**src/rtl/biquad_seq_ctrl_pkg.sv**
```systemverilog
// Shared selector codes, state encodings and helpers for the biquad sequencer.
// The datapath decodes the selector codes, so their values must stay fixed.
package biquad_seq_ctrl_pkg;

  typedef enum logic [3:0] {
    ST_IDLE = 4'd0,
    ST_LOAD = 4'd1,
    ST_MA1  = 4'd2,
    ST_MA2  = 4'd3,
    ST_STF  = 4'd4,
    ST_MB0  = 4'd5,
    ST_MB1  = 4'd6,
    ST_MB2  = 4'd7,
    ST_STY  = 4'd8,
    ST_UPD  = 4'd9
  } state_t;

  localparam logic [2:0] SEL_S_ZERO = 3'd0;
  localparam logic [2:0] SEL_S_A1   = 3'd1;
  localparam logic [2:0] SEL_S_A2   = 3'd2;
  localparam logic [2:0] SEL_S_B0   = 3'd3;
  localparam logic [2:0] SEL_S_B1   = 3'd4;
  localparam logic [2:0] SEL_S_B2   = 3'd5;

  localparam logic [1:0] SEL_C_ZERO = 2'd0;
  localparam logic [1:0] SEL_C_FK1  = 2'd1;
  localparam logic [1:0] SEL_C_FK2  = 2'd2;
  localparam logic [1:0] SEL_C_FK   = 2'd3;

  localparam logic [1:0] SEL_Z_ZERO = 2'd0;
  localparam logic [1:0] SEL_Z_UK   = 2'd1;
  localparam logic [1:0] SEL_Z_YK   = 2'd2;

  // Wide enough for the largest legal multiplier latency (7).
  localparam int STEP_CNT_W = 3;

endpackage

```
**src/rtl/biquad_seq_ctrl_step_timer.sv**
```systemverilog
// Per-step wait counter: counts cycles spent in a MAC state and flags the last one.
// Holding clr outside MAC states guarantees every MAC state is entered with a count of 0.
module biquad_seq_ctrl_step_timer #(
  parameter int CNT_W   = 3,
  parameter int MUL_LAT = 0
) (
  input  logic clk,
  input  logic rst_n,
  input  logic clr,
  output logic term
);

  localparam logic [CNT_W-1:0] LAST_CNT = CNT_W'(MUL_LAT);

  logic [CNT_W-1:0] cnt_q;
  logic [CNT_W-1:0] cnt_d;

  always_comb begin
    cnt_d = cnt_q + CNT_W'(1);
    if (clr) begin
      cnt_d = '0;
    end
  end

  always_ff @(posedge clk or negedge rst_n) begin
    if (!rst_n) begin
      cnt_q <= '0;
    end else begin
      cnt_q <= cnt_d;
    end
  end

  assign term = (cnt_q == LAST_CNT);

endmodule

```
**src/rtl/biquad_seq_ctrl.sv**
```systemverilog
// Direct form II biquad sequencer: drives selector codes and register enables for a
// serial MAC datapath, one output sample per accepted start, with a sticky overrun flag.
module biquad_seq_ctrl
  import biquad_seq_ctrl_pkg::*;
#(
  parameter int MUL_LAT = 0
) (
  input  logic       clk,
  input  logic       rst_n,
  input  logic       start,
  input  logic       clr_ovr,
  output logic [2:0] controlS,
  output logic [1:0] controlC,
  output logic [1:0] controlZ,
  output logic       acc_load,
  output logic       acc_en,
  output logic       fk_en,
  output logic       yk_en,
  output logic       shift_en,
  output logic       busy,
  output logic       done,
  output logic       ovr
);

  localparam int CNT_W = STEP_CNT_W;

  state_t state_q;
  state_t state_d;
  logic   ovr_q;
  logic   ovr_d;
  logic   mac;
  logic   term;
  logic   step_clr;

  assign step_clr = ~mac | term;

  biquad_seq_ctrl_step_timer #(
    .CNT_W  (CNT_W),
    .MUL_LAT(MUL_LAT)
  ) u_step_timer (
    .clk  (clk),
    .rst_n(rst_n),
    .clr  (step_clr),
    .term (term)
  );

  // Outputs decode from registered state and counter only, so start never reaches them.
  always_comb begin
    state_d  = state_q;
    controlS = SEL_S_ZERO;
    controlC = SEL_C_ZERO;
    controlZ = SEL_Z_ZERO;
    acc_load = 1'b0;
    fk_en    = 1'b0;
    yk_en    = 1'b0;
    shift_en = 1'b0;
    busy     = 1'b0;
    done     = 1'b0;
    mac      = 1'b0;
    case (state_q)
      ST_IDLE: begin
        if (start) state_d = ST_LOAD;
      end
      ST_LOAD: begin
        busy     = 1'b1;
        controlZ = SEL_Z_UK;
        acc_load = 1'b1;
        state_d  = ST_MA1;
      end
      ST_MA1: begin
        busy     = 1'b1;
        mac      = 1'b1;
        controlS = SEL_S_A1;
        controlC = SEL_C_FK1;
        if (term) state_d = ST_MA2;
      end
      ST_MA2: begin
        busy     = 1'b1;
        mac      = 1'b1;
        controlS = SEL_S_A2;
        controlC = SEL_C_FK2;
        if (term) state_d = ST_STF;
      end
      ST_STF: begin
        // fk captures the finished sum while the accumulator reloads zero on the same edge.
        busy     = 1'b1;
        fk_en    = 1'b1;
        acc_load = 1'b1;
        state_d  = ST_MB0;
      end
      ST_MB0: begin
        busy     = 1'b1;
        mac      = 1'b1;
        controlS = SEL_S_B0;
        controlC = SEL_C_FK;
        if (term) state_d = ST_MB1;
      end
      ST_MB1: begin
        busy     = 1'b1;
        mac      = 1'b1;
        controlS = SEL_S_B1;
        controlC = SEL_C_FK1;
        if (term) state_d = ST_MB2;
      end
      ST_MB2: begin
        busy     = 1'b1;
        mac      = 1'b1;
        controlS = SEL_S_B2;
        controlC = SEL_C_FK2;
        if (term) state_d = ST_STY;
      end
      ST_STY: begin
        busy    = 1'b1;
        yk_en   = 1'b1;
        state_d = ST_UPD;
      end
      ST_UPD: begin
        busy     = 1'b1;
        shift_en = 1'b1;
        controlZ = SEL_Z_YK;
        done     = 1'b1;
        state_d  = ST_IDLE;
      end
      default: begin
        state_d = ST_IDLE;
      end
    endcase
    acc_en = mac & term;
  end

  // A start while busy is an overrun; it outranks a simultaneous clear.
  always_comb begin
    ovr_d = ovr_q;
    if (start && busy) begin
      ovr_d = 1'b1;
    end else if (clr_ovr) begin
      ovr_d = 1'b0;
    end
  end

  always_ff @(posedge clk or negedge rst_n) begin
    if (!rst_n) begin
      state_q <= ST_IDLE;
      ovr_q   <= 1'b0;
    end else begin
      state_q <= state_d;
      ovr_q   <= ovr_d;
    end
  end

  assign ovr = ovr_q;

endmodule

```
**config.mk**
```make
export PLATFORM = sky130hd
export DESIGN_NAME = biquad_seq_ctrl
export DESIGN_NICKNAME = d
export VERILOG_FILES = /design/src/rtl/biquad_seq_ctrl_pkg.sv /design/src/rtl/biquad_seq_ctrl_step_timer.sv /design/src/rtl/biquad_seq_ctrl.sv
export SDC_FILE = /design/constraint.sdc
export NUM_CORES = 1
export LEC_CHECK = 0
export CAP_MARGIN = 10
export CORE_AREA = 4 4 41 43
export CTS_BUF_LIST = sky130_fd_sc_hd__clkbuf_16
export CTS_CLUSTER_DIAMETER = 120
export DETAILED_ROUTE_END_ITERATION = 10
export DIE_AREA = 0 0 45 47
export DONT_BUFFER_PORTS = 1
export PLACE_DENSITY = 0.63
export SYNTH_ARGS = -nofsm -noshare
export SYNTH_HDL_FRONTEND = slang
export SYNTH_SLANG_ARGS = --single-unit
```
**constraint.sdc**
```tcl
create_clock -name clk -period 4.07 [get_ports clk]
set_input_delay 1.221 -clock clk [delete_from_list [all_inputs] [get_ports clk]]
set_output_delay 1.221 -clock clk [all_outputs]
set_load 0.01 [all_outputs]
```
==> results.yml <==
grt:
  grt_pass1_vias: 386
  grt_pass1_wl_mm: 1.72
  grt_usage_pct: 11.7
  gr-total-overflow: 0
  grt_max_degree: 17
  antenna_found_initial: 0
floorplanning:
  die_h_um: 47
  dieArea_um2: 2120
  core-area_um2: 1300
  ios: 19
  rows: 13
  die_x_um: 45
  start_util_pct: 41.7
drt:
  viasPerCell: 5.39
  wire_per_inst_um: 13.1
  drc: 0
  drtIter0Drc: 7
  first_pass_iters: 4
  drt.antenna.violating_nets: 0
  routed_wl_um: 983
  via_count: 404
clock_network:
  ctsHoldBuffers: 0
  cts_setup_buffers: 0
  cts_tree: "built"
  clock_path_buffers: 2
  clockRootBuffer: "clkbuf_16"
  numCtsBuffers: 3
  cts.clk_slew.worst_paths_ns: 0.03
  cts_max_level: 1
  numClockSinks: 8
  post_cts_resized: 0
  insertion_delay_ns: 0.23
final_layout:
  num_antenna_cells: 0
  final_nets: 68
  area_growth_pct: 11.1
  fin_area_um2: 603
  fill_cells: 139
  drive_gt1_share_pct: 8.33
  utilization_pct: 46.3
  final_cell_mix: "nor2_1 (8), dfrtp_1 (8), inv_1 (5)"
pwr:
  comb_power_share_pct: 37.1
  clkPwrFrac_pct: 29.9
  peakVddDrop_uv: 586
  p_per_area_nw_per_um2: 899
  p_sw_mw: 0.221
  pwr-share-seq_pct: 33.0
  p_int_mw: 0.321
  swShare_pct: 40.8
  leakage_nw: 0.280
worst_setup_path:
  crit_path_start_kind: "flip-flop"
  rr_worst_depth: 3
  critPathCaptureType: "output pin"
  required_ns: 2.85
  worstSetupPathType: "flip-flop to output pin"
  rrSetupSlack_ns: 2.50
  r2r_start: "state_q[2]"
  arrival_ns: 1.51
  worstPathMaxFanout: 14
  reg2reg_to: "ovr"
sta:
  setup_viol: 0
  skew_ns: 0.000290
  rsz0062_at_grt: "no"
  tns_ns: 0
  post-route-period-util_pct: 67.0
  slew_violations: 0
  relSlewSlack_pct: 60.1
  final-hold-violation-count: 0
  timing.fmax_ghz: 0.367
  worst_pin_slew_ns: 0.590
  min_period_ns: 2.73
  hold_slack_ns: 0.460
run_status:
  status: "completed"
min_path:
  min-delay-start: "u_step_timer.cnt_q[0]"
  whs_path_depth: 1
  hold_end: "u_step_timer.cnt_q[0]"
  min-delay-path-class: "flip-flop to flip-flop"
synthesis:
  seq_area_frac_synth_pct: 36.9
  yosysUniqueCellTypes: 30
  postSynthAreaPerCell_um2: 8.62
  synth-main-ff-cell: "dfrtp_1"
  synth_edf_count: 0
  ys_warn_count: 0
  ys_seq_elements: 8
  synth_area_um2: 543
  syn-num-nets: 69
  async_flop_share_pct: 100
  synth_cells: 63
place:
  gp_congestion: 0.652
  io_buffer_count: 0
  placed_area_um2: 528
  dp_hpwl_um: 716
job:
  drv_cap: 0
[metrics by stage]
step           power [mW]  instances  setup slack, ns
6_report            0.542         75             1.34
5_1_grt             0.593         75             1.27
4_1_cts             0.552         75             1.34
3_5_place_dp        0.386         72             1.60
3_3_place_gp        0.383         72             1.60
2_1_floorplan       0.364         63             1.75
[logic make-up (layout without fill, tap and decap cells)]
kind of cell               after synthesis  after routing  share of synthesized area [%]
DFF                                      8              8                           36.9
buffers and inverters                   11              8                           9.68
xor gates and xnor gates                 4              4                           6.45
adders and majority gates                2              2                           4.61
AOI/OAI and AO/OA                        8              8                           10.1
and+or+nand+nor                         28             28                           28.3
muxes                                    2              2                           3.92
[worst max-delay path: stages (launching register included)]
cell and delay, ns:
dfrtp_1 0.53, or4_1 0.56, and2_4 0.19
[Yosys cell counts, types with 2 or more instances]
library cell	n	area [um2]
inv_1	5	18.8
nor2_1	8	30.0
or4_1	2	15.0
xnor2_1	3	26.3
buf_4	2	15.0
a21oi_1	3	15.0
buf_2	3	15.0
nor3_1	4	20.0
nand2_1	4	15.0
ha_1	2	25.0
dfrtp_1	8	200
[power by group through the flow]
stage | logic, mW | registers (mW) | clock network (mW)
3_5_place_dp | 0.205 | 0.181 | 0
4_1_cts | 0.206 | 0.181 | 0.165
5_1_grt | 0.229 | 0.194 | 0.170
2_1_floorplan | 0.238 | 0.126 | 0
6_report | 0.201 | 0.179 | 0.162
3_3_place_gp | 0.205 | 0.178 | 0
[worst max path at each step]
stage                     startpoint           to  slack (ns)  depth (start not counted)
after floorplan           state_q[2]  controlZ[1]        1.75                          4
after detailed placement  state_q[3]         busy        1.60                          2
after global placement    state_q[3]         busy        1.60                          2
after global routing      state_q[2]  controlC[0]        1.27                          3
final                     state_q[2]         busy        1.34                          2
after CTS                 state_q[2]         busy        1.34                          2
[sequential cells by signal (all words and copies together), names as in the netlist]
signal / flops
ovr: 1
state_q: 4
u_step_timer.cnt_q: 3
[metal layers]
| layer | GRT usage (%) | routed length [um] |
|---|---|---|
| met2 | 16.7 | 458 |
| met1 | 14.3 | 435 |
| met4 | 10.5 | 27 |
| met3 | 3.45 | 61 |
| met5 | 0 | 0 |
[layout make-up]
| class | instances | area [um2] | share of cell area [%] |
|---|---|---|---|
| well taps | 15 | 18.8 | 3.11 |
| inverters | 5 | 18.8 | 3.11 |
| flip-flops and latches | 8 | 200 | 33.2 |
| clock buffers | 3 | 75.1 | 12.4 |
| multi-input cells | 44 | 290 | 48.1 |
(Power assumes the default switching activity.)
